--- config.mk ---
export PLATFORM = sky130hd
export DESIGN_NAME = pcm_stream_feeder_flat
export DESIGN_NICKNAME = d
export VERILOG_FILES = /design/src/rtl/audio_pkg.sv /design/src/rtl/pcm_stream_feeder_if.sv /design/src/rtl/pcm_rate_tick.sv /design/src/rtl/pcm_stream_feeder.sv /design/src/flat_wrapper.sv
export SDC_FILE = /design/constraint.sdc
export NUM_CORES = 1
export LEC_CHECK = 0
export ABC_AREA = 1
export CAP_MARGIN = 20
export CORE_MARGIN = 1
export CORE_UTILIZATION = 30
export DETAILED_ROUTE_END_ITERATION = 16
export SYNTH_ARGS = -nofsm -noshare
export SYNTH_HDL_FRONTEND = slang
export SYNTH_SLANG_ARGS = --single-unit
--- constraint.sdc ---
create_clock -name clk_pcm -period 4.8 [get_ports clk_pcm]
set_input_delay 0.48 -clock clk_pcm [delete_from_list [all_inputs] [get_ports clk_pcm]]
set_output_delay 0.48 -clock clk_pcm [all_outputs]
set_load 0.02 [all_outputs]
--- src/rtl/audio_pkg.sv ---
// Shared definitions for the audio playback stages.
//
// Contents:
//   DEF_SAMPLE_DIV, DEF_ADDR_W, DEF_SAMPLE_W : default build constants
//   feeder_state_t                           : pcm_stream_feeder state encoding
//   sat_inc16()                              : saturating 16-bit increment
package audio_pkg;

    localparam int unsigned DEF_SAMPLE_DIV = 2500; // 50 MHz / 2500 = 20 kHz
    localparam int unsigned DEF_ADDR_W     = 16;
    localparam int unsigned DEF_SAMPLE_W   = 8;

    typedef enum logic [2:0] {
        StIdle,
        StWaitTick,
        StFetch,
        StPush,
        StDone
    } feeder_state_t;

    function automatic logic [15:0] sat_inc16(input logic [15:0] v);
        return (v == 16'hFFFF) ? v : v + 16'd1;
    endfunction

endpackage

--- src/rtl/pcm_stream_feeder_if.sv ---
// Sample-memory read port plus FIFO write port of pcm_stream_feeder.
//
// Signals:
//   mem_rd, mem_addr          : read request / address (feeder -> memory)
//   mem_ack, mem_data         : one-cycle ack with {left,right} data (memory -> feeder)
//   fifo_full                 : back-pressure from audio_stereo_out
//   stereo_pcm, stereo_pcm_rdy: sample word and one-cycle write strobe (feeder -> FIFO)
// Modports: master = feeder side, slave = memory/FIFO side.
interface pcm_stream_feeder_if #(
    parameter int unsigned ADDR_W   = 16,
    parameter int unsigned SAMPLE_W = 8
);
    logic                  mem_rd;
    logic [ADDR_W-1:0]     mem_addr;
    logic                  mem_ack;
    logic [2*SAMPLE_W-1:0] mem_data;
    logic                  fifo_full;
    logic [2*SAMPLE_W-1:0] stereo_pcm;
    logic                  stereo_pcm_rdy;

    modport master (
        output mem_rd, mem_addr, stereo_pcm, stereo_pcm_rdy,
        input  mem_ack, mem_data, fifo_full
    );

    modport slave (
        input  mem_rd, mem_addr, stereo_pcm, stereo_pcm_rdy,
        output mem_ack, mem_data, fifo_full
    );
endinterface

--- src/rtl/pcm_rate_tick.sv ---
// Sample-rate pacing counter: counts 0..DIV-1 while en is high and wraps.
//
// Ports:
//   clk, rst : clock, asynchronous active-high reset
//   clear    : synchronous clear to 0 (dominates en)
//   en       : count enable
//   tick     : high while enabled and count == DIV-1
module pcm_rate_tick #(
    parameter int unsigned DIV = 2500
) (
    input  logic clk,
    input  logic rst,
    input  logic clear,
    input  logic en,
    output logic tick
);
    localparam int unsigned CW = $clog2(DIV);

    logic [CW-1:0] count;

    assign tick = en && (count == CW'(DIV - 1));

    always_ff @(posedge clk or posedge rst) begin
        if (rst) begin
            count <= '0;
        end else if (clear) begin
            count <= '0;
        end else if (en) begin
            count <= tick ? '0 : count + 1'b1;
        end
    end
endmodule

--- src/rtl/pcm_stream_feeder.sv ---
// Paces stereo PCM playback: at every sample tick fetches one {left,right} word from sample
// memory and writes it into the audio_stereo_out FIFO. One-shot or looped address range,
// saturating count of missed sample periods.
//
// Ports:
//   clk_pcm, aclr          : clock, asynchronous active-high reset
//   enable, loop           : playback run level, loop-at-end select
//   start_addr, end_addr   : address range, latched when playback starts
//   vol_left, vol_right    : per-channel right-shift attenuation (PCM_VOLUME_EN only)
//   bus                    : memory read port and FIFO write port (master modport)
//   busy, done             : status
//   underrun_count         : saturating missed-period count
// Optional build macro: PCM_VOLUME_EN adds the vol_* ports.
module pcm_stream_feeder
    import audio_pkg::*;
#(
    parameter int unsigned SAMPLE_DIV = DEF_SAMPLE_DIV,
    parameter int unsigned ADDR_W     = DEF_ADDR_W,
    parameter int unsigned SAMPLE_W   = DEF_SAMPLE_W
) (
    input  logic                clk_pcm,
    input  logic                aclr,
    input  logic                enable,
    input  logic                loop,
    input  logic [ADDR_W-1:0]   start_addr,
    input  logic [ADDR_W-1:0]   end_addr,
`ifdef PCM_VOLUME_EN
    input  logic [2:0]          vol_left,
    input  logic [2:0]          vol_right,
`endif
    pcm_stream_feeder_if.master bus,
    output logic                busy,
    output logic                done,
    output logic [15:0]         underrun_count
);
    localparam int unsigned W = 2 * SAMPLE_W;

    feeder_state_t     state;
    logic [ADDR_W-1:0] addr;
    logic [ADDR_W-1:0] start_r;
    logic [ADDR_W-1:0] end_r;
    logic [W-1:0]      word_r;
    logic [W-1:0]      mem_word;
    logic [W-1:0]      push_word;
    logic [W-1:0]      stereo_pcm;
    logic [ADDR_W-1:0] mem_addr;
    logic              mem_rd;
    logic              stereo_pcm_rdy;
    logic              tick;
    logic              count_clear;
    logic              push_now;
    logic              at_end;

    assign bus.mem_rd         = mem_rd;
    assign bus.mem_addr       = mem_addr;
    assign bus.stereo_pcm     = stereo_pcm;
    assign bus.stereo_pcm_rdy = stereo_pcm_rdy;

    // Counter only runs in the busy states so each playback starts a full period from zero.
    assign count_clear = ~busy;

    pcm_rate_tick #(
        .DIV (SAMPLE_DIV)
    ) u_rate_tick (
        .clk   (clk_pcm),
        .rst   (aclr),
        .clear (count_clear),
        .en    (busy),
        .tick  (tick)
    );

`ifdef PCM_VOLUME_EN
    assign mem_word = {bus.mem_data[W-1:SAMPLE_W] >> vol_left,
                       bus.mem_data[SAMPLE_W-1:0] >> vol_right};
`else
    assign mem_word = bus.mem_data;
`endif

    // A word is written straight from the ack cycle when the FIFO has room; PUSH only holds a
    // word that met a full FIFO. This keeps ack -> strobe at one cycle.
    always_comb begin
        push_word = word_r;
        if (state == StFetch) begin
            push_word = mem_word;
        end
        push_now = enable && !bus.fifo_full &&
                   ((state == StFetch && bus.mem_ack) || state == StPush);
        at_end   = (addr == end_r);
    end

    always_ff @(posedge clk_pcm or posedge aclr) begin
        if (aclr) begin
            state          <= StIdle;
            addr           <= '0;
            start_r        <= '0;
            end_r          <= '0;
            word_r         <= '0;
            mem_rd         <= 1'b0;
            mem_addr       <= '0;
            stereo_pcm     <= '0;
            stereo_pcm_rdy <= 1'b0;
            busy           <= 1'b0;
            done           <= 1'b0;
            underrun_count <= '0;
        end else begin
            stereo_pcm_rdy <= 1'b0;

            // A tick while still fetching or stalled drops that period; no catch-up.
            if (tick && (state == StFetch || state == StPush)) begin
                underrun_count <= sat_inc16(underrun_count);
            end

            if (push_now) begin
                mem_rd         <= 1'b0;
                stereo_pcm     <= push_word;
                stereo_pcm_rdy <= 1'b1;
                if (at_end && !loop) begin
                    state <= StDone;
                    busy  <= 1'b0;
                    done  <= 1'b1;
                end else begin
                    state <= StWaitTick;
                    addr  <= at_end ? start_r : addr + 1'b1;
                end
            end else begin
                case (state)
                    StIdle: begin
                        if (enable) begin
                            start_r        <= start_addr;
                            end_r          <= end_addr;
                            addr           <= start_addr;
                            underrun_count <= '0;
                            busy           <= 1'b1;
                            state          <= StWaitTick;
                        end
                    end
                    StWaitTick: begin
                        if (!enable) begin
                            busy  <= 1'b0;
                            state <= StIdle;
                        end else if (tick) begin
                            mem_rd   <= 1'b1;
                            mem_addr <= addr;
                            state    <= StFetch;
                        end
                    end
                    StFetch: begin
                        // The read always completes; a disabled feeder discards the word.
                        if (bus.mem_ack) begin
                            mem_rd <= 1'b0;
                            if (!enable) begin
                                busy  <= 1'b0;
                                state <= StIdle;
                            end else begin
                                word_r <= mem_word;
                                state  <= StPush;
                            end
                        end
                    end
                    StPush: begin
                        if (!enable) begin
                            busy  <= 1'b0;
                            state <= StIdle;
                        end
                    end
                    StDone: begin
                        if (!enable) begin
                            done  <= 1'b0;
                            state <= StIdle;
                        end
                    end
                    default: begin
                        busy  <= 1'b0;
                        done  <= 1'b0;
                        state <= StIdle;
                    end
                endcase
            end
        end
    end
endmodule

--- src/flat_wrapper.sv ---
// flat-port wrapper written by rule: the top's interface ports become plain ports
module pcm_stream_feeder_flat import audio_pkg::*;
#(
    parameter int unsigned SAMPLE_DIV = DEF_SAMPLE_DIV,
    parameter int unsigned ADDR_W     = DEF_ADDR_W,
    parameter int unsigned SAMPLE_W   = DEF_SAMPLE_W
)
  (clk_pcm, aclr, enable, loop, start_addr, end_addr, busy, done, underrun_count, bus_mem_rd, bus_mem_addr, bus_stereo_pcm, bus_stereo_pcm_rdy, bus_mem_ack, bus_mem_data, bus_fifo_full);
  pcm_stream_feeder_if #(.ADDR_W(ADDR_W), .SAMPLE_W(SAMPLE_W)) bus_i ();
  input  logic clk_pcm;
  input  logic aclr;
  input  logic enable;
  input  logic loop;
  input  logic [ADDR_W-1:0] start_addr;
  input  logic [ADDR_W-1:0] end_addr;
  output logic busy;
  output logic done;
  output logic [15:0] underrun_count;
  output wire logic [$bits(bus_i.mem_rd)-1:0] bus_mem_rd;
  output wire logic [$bits(bus_i.mem_addr)-1:0] bus_mem_addr;
  output wire logic [$bits(bus_i.stereo_pcm)-1:0] bus_stereo_pcm;
  output wire logic [$bits(bus_i.stereo_pcm_rdy)-1:0] bus_stereo_pcm_rdy;
  input wire logic [$bits(bus_i.mem_ack)-1:0] bus_mem_ack;
  input wire logic [$bits(bus_i.mem_data)-1:0] bus_mem_data;
  input wire logic [$bits(bus_i.fifo_full)-1:0] bus_fifo_full;
  assign bus_mem_rd = bus_i.mem_rd;
  assign bus_mem_addr = bus_i.mem_addr;
  assign bus_stereo_pcm = bus_i.stereo_pcm;
  assign bus_stereo_pcm_rdy = bus_i.stereo_pcm_rdy;
  assign bus_i.mem_ack = bus_mem_ack;
  assign bus_i.mem_data = bus_mem_data;
  assign bus_i.fifo_full = bus_fifo_full;
  pcm_stream_feeder #(.SAMPLE_DIV(SAMPLE_DIV), .ADDR_W(ADDR_W), .SAMPLE_W(SAMPLE_W)) u_core (.clk_pcm(clk_pcm), .aclr(aclr), .enable(enable), .loop(loop), .start_addr(start_addr), .end_addr(end_addr), .bus(bus_i), .busy(busy), .done(done), .underrun_count(underrun_count));
endmodule
Word level (Yosys, flattened, before mapping):

Cells that the tools add are included.

* register bits: 131
* input port bits: 54
* output and inout bits: 52
* logic and storage cells: 98

* add/sub/neg operators: 3
* equality and inequality tests: 18
* muxes and demuxes: 38
* bitwise gates (word level): 1
* reductions and logical operators: 25

Operators with widths (number)
* two-way mux 16 bit: 11
* adder 16 x 1 -> 16 bit (second input constant): 2
* two-way mux 12 bit: 2
* two-way mux 3 bit: 7
* AND reduction 4 bit: 5
* == test 16 bit: 1
* == test 16 bit (second input constant): 1
* != test 3 x 2 -> 1 bit (second input constant): 5
* two-way mux 1 bit: 13
* adder 12 x 1 -> 12 bit (second input constant): 1
* == test 12 bit (second input constant): 1
* one-hot mux 3 bit (4 select lines): 1
* AND reduction 3 bit: 3
* == test 3 x 2 -> 1 bit (second input constant): 2
* logical AND 1 bit: 6
* != test 2 x 1 -> 1 bit (second input constant): 2
* != test 2 bit (second input constant): 2
* != test 4 x 2 -> 1 bit (second input constant): 1
* one-hot mux 1 bit (2 select lines): 2
* one-hot mux 1 bit (4 select lines): 1
* nonzero test 2 bit: 2
* OR reduction 2 bit: 2
* OR reduction 4 bit: 1
* == test 3 x 1 -> 1 bit (second input constant): 1
* 8 further kinds: 10

Depth between registers and ports, before layout:

* depth after elaboration: 7
* gate-level depth with buffers: 13
* mapped depth without buffers: 13

By module:

A second synthesis with hierarchy kept.

* cell total of the unflattened synthesis: 944
* area total of the unflattened synthesis: 6931.6 sq um

By module, submodules not included
* pcm_stream_feeder: times used 1, cells an instance 836, area each 6148.4 sq um, seq. area each 2977.9 sq um
* pcm_rate_tick: times used 1, cells an instance 108, area each 783.3 sq um, seq. area each 300.3 sq um

Worst setup path after synthesis:

OpenSTA, ideal clock, no wires.

* kind: register -> register
* start: register u_core.underrun_count[0]
* end: register u_core.underrun_count[2]
* library setup time: 121 ps
* arrival time: 1756 ps
* required time: 4679 ps
* slack: 2923 ps
* stages on the path, launching flop included: 13
* path buffers: 0
* period minus slack after synthesis: 1877 ps
* path through: dfrtp_1 ha_1 nand2_1 nor2_1 nand3_1 nor2_1 nand4_1 nand2_1 inv_1 nand2_1 nand2_1 nand2_1 nor2_1

* longest elaborated chain between the ends: 6
* elaborated cells on any way between the ends: 7
* classes of those cells: 1 x add/sub; 1 x eq/ne; 5 x mux

RTL lines
* start, declared: RTL line pcm_stream_feeder.sv:34 `output logic [15:0] underrun_count`
* start signal, assigned: RTL line pcm_stream_feeder.sv:110 `underrun_count <= sat_inc16(underrun_count);`
* adder 16 x 1 -> 16 bit or == test 16 bit (tied branches): RTL line audio_pkg.sv:22 `return (v == 16'hFFFF) ? v : v + 16'd1;`
* two-way mux 16 bit (*): RTL line audio_pkg.sv:22
* two-way mux 16 bit (*): RTL line pcm_stream_feeder.sv:109 `if (tick && (state == StFetch || state == StPush)) begin`
* two-way mux 16 bit: RTL line pcm_stream_feeder.sv:128 `if (enable) begin`
* two-way mux 16 bit: RTL line pcm_stream_feeder.sv:126 `case (state)`
* two-way mux 16 bit (*): RTL line pcm_stream_feeder.sv:113 `if (push_now) begin`

Every way passes the cells marked *; elsewhere a longest branch is shown, timed or not.
A chain may end at the register's enable or synchronous reset.

Worst setup path after layout:

* start: input enable
* end: register u_core.mem_addr[11] (netlist: u_core.bus.mem_addr[11])

* longest elaborated chain between the ends: 4

RTL lines
* start, declared: RTL line flat_wrapper.sv:12 `input logic enable;`
* logical AND 1 bit (2 in a row): RTL line pcm_stream_feeder.sv:86 `push_now = enable && !bus.fifo_full &&`
* inverter 1 bit (no source line)
* AND reduction 4 bit (no source line) (*)
* end signal, assigned: RTL line pcm_stream_feeder.sv:143 `mem_addr <= addr;`
* end, declared: RTL line pcm_stream_feeder.sv:46 `logic [ADDR_W-1:0] mem_addr;`

Marked as above.

==> impl_metrics.toml <==
[synthesis]
netlist_area_um2 = 6770
synth.largest_area_cell = "dfrtp_1"
yosysWarnings = 0
ys_types = 36
synth_area_per_cell_um2 = 7.74
synth-edff-count = 0
async_flop_share_pct = 100
netlist_instances = 874
synth_top_cells_by_count = "nand2_1, dfrtp_1, inv_1"
yosysTopAreaCellShare_pct = 48.4
synth.most_common_cell = "nand2_1"
ys.flop_type = "dfrtp_1"
syn_nets = 931
synthTopCellsByArea = "dfrtp_1, nand2_1, nand3_1"
ys_ff_latch = 131
ys_seq_area_share_pct = 48.4

[detailed_routing]
drtPass1Iterations = 10
routedWlPerCell_um = 13.9
vias = 5947
viasPerCell = 4.70
drtIter0Drc = 317
ant_nets = 0
drcViolationCount = 2
routed_wl_mm = 17.6

[placement]
placed_cells = 1233
dpl.hpwl_mm = 12.2
pre_cts_ws_ns = 1.32
dpl_cell_area_um2 = 8060
numPortBuffers = 105
gp_congestion = 0.887

[floorplan]
die_area_um2 = 23200
die_width_um = 152
rows = 54
start_util_pct = 30.8
core_um2 = 22000
num_io_pins = 106
die_y_um = 152

[setup_path]
cp_max_fo = 32
criticalPathCategory = "in2reg"
worstSetupEndpointType = "flip-flop"
arrival_ns = 3.22
cp.required_ns = 5.06
cp-start-kind = "primary input"

[timing]
max_freq_ghz = 0.338
rsz0062_at_grt = "false"
worst_clock_skew_ns = 0.0135
slew-limit-headroom_pct = 31.6
hold_violations = 0
setup_ws_ns = 1.84
tns_ns = 0
setup_viol = 0
holdWs_ns = 0.461
min_period_ns = 2.96
maxSlewViolCount = 0
period_share_pct = 61.7
tightest_slew_ns = 1.02

[finish]
fill_cells = 2254
multi_input_area_um2 = 3020
final_nets = 1029
drive_above_1_share_pct = 6.09
seq_area_um2 = 3280
diodes = 0
final_area_um2 = 8670
final_cells = 1265
area_growth_pct = 28.1

[clock_network]
path_clk_slew_ns = 0.06
cts.sinks = 131
cts.htree.levels = 4
cts_tree = "done"
post_cts_buffers = 0
postCtsHoldBufs = 0
cts_buffers = 17
cts_resized = 0
root_buffer = "clkbuf_16"
clockBufferDepth = 2
clock_latency_ns = 0.42

[global_routing]
grt_pass1_wl_mm = 29.1
grt.busiest_layer = "met2"
met2_usage_pct = 26.2
track_usage_pct = 15.8
antenna_found_initial = 1
grt_start_max_net_pins = 67
use_met3_pct = 4.72
first_global_vias = 5659
globalRouteOverflowTotal = 0
met1_usage_pct = 19.8

[pwr]
ir_drop_uv = 311
p_comb_share_pct = 32.4
clockPowerShare_pct = 29.4
switching_power_mw = 1.71
swShare_pct = 37.0
p_seq_share_pct = 38.2
p_leak_nw = 4.06
power-per-cell-area_nw_per_um2 = 531
intPower_mw = 2.90

[flow_run]
cap_violations = 0

[run_status]
status = "complete, but fails checks"
violations = "DRC"

[hold_path]
min_path_type = "reg2reg"
## power by group through the flow
stage | clock network (mW) | registers [mW] | logic (mW)
CTS | 1.39 | 1.76 | 1.52
global route | 1.43 | 1.81 | 1.72
global placement | 0 | 1.77 | 1.49
finish | 1.35 | 1.76 | 1.49
floorplan | 0 | 1.78 | 0.987
detailed placement | 0 | 1.77 | 1.52
## cells in the final DEF (no fill, tap or decap), types with 4 or more instances in the layout
master / count
nor2_4: 4
xor2_1: 22
clkdlybuf4s50_1: 105
nor3_1: 16
nand3_1: 62
nand4_1: 18
buf_4: 4
clkbuf_16: 17
mux2_1: 10
nor2_1: 73
mux2_2: 6
nor3b_1: 4
inv_2: 7
a21oi_1: 12
dfrtp_1: 131
a31oi_1: 16
inv_1: 79
o21ai_0: 55
nand2_1: 307
## path summary, 6_finish.rpt
check | start | end | slack, ns | depth (start not counted)
worst max register to register | u_core.state[0] | u_core.bus.mem_addr[11] | 2.07 | 5
worst min-delay path | u_core.u_rate_tick.count[0] | u_core.u_rate_tick.count[0] | 0.46 | 1
min in group asynchronous | aclr | u_core.bus.stereo_pcm_rdy | 0.58 | 2
worst max-delay path | enable | u_core.bus.mem_addr[11] | 1.84 | 8
worst min register to register | u_core.u_rate_tick.count[0] | u_core.u_rate_tick.count[0] | 0.46 | 1
max in group asynchronous | aclr | u_core.addr[6] | 3.24 | 3
## metrics by stage
| step | power [mW] | util [%] |
|---|---|---|
| after floorplan | 2.77 | - |
| after global placement | 3.27 | 36.7 |
| after detailed placement | 3.29 | 36.7 |
| after CTS | 4.67 | 39.5 |
| after global routing | 4.95 | 39.5 |
| final | 4.61 | 39.5 |
## metal layers
metal	vias to the layer above	part of all wire, %
met5	-	0
met4	0	1.6
met2	138	47
li1	3009	-
met3	18	6.1
met1	2782	45
## cells by family (layout without fill, tap and decap cells)
logic type	count (synthesis)	after routing	synth area share [%]
DFF	131	131	48.4
xor gates and xnor gates	22	22	2.85
buffers and inverters	117	228	7.03
adders and majority gates	3	3	0.555
muxes	16	16	2.66
AOI/OAI and AO/OA	90	90	7.29
and+or+nand+nor	495	495	31.2
## sequential cells by signal, summed over array words and instances (netlist names)
signal,flops
u_core.bus.stereo_pcm_rdy,1
u_core.underrun_count,16
u_core.u_rate_tick.count,12
u_core.done,1
u_core.state,3
u_core.bus.mem_addr,16
u_core.bus.stereo_pcm,16
u_core.addr,16
u_core.end_r,16
u_core.start_r,16
u_core.word_r,16
u_core.bus.mem_rd,1
u_core.busy,1
## critical path: stages
cell and delay [ns]:
clkdlybuf4s50_1 0.77, inv_1 0.12, nor2_1 0.13, o211ai_2 0.45, nand2_2 0.30, inv_2 0.09, nand2_1 0.68, o21ai_0 0.18
## layout make-up
| class | instances | share of cell area, % |
|---|---|---|
| Tap cell | 280 | 4.04 |
| Clock inverter | 11 | 1.76 |
| Sequential cell | 131 | 37.8 |
| Timing Repair Buffer | 109 | 12.5 |
| Multi-Input combinational cell | 626 | 34.8 |
| Clock buffer | 21 | 5.31 |
| Inverter | 87 | 3.80 |
Power figures use the tool's default switching activity.
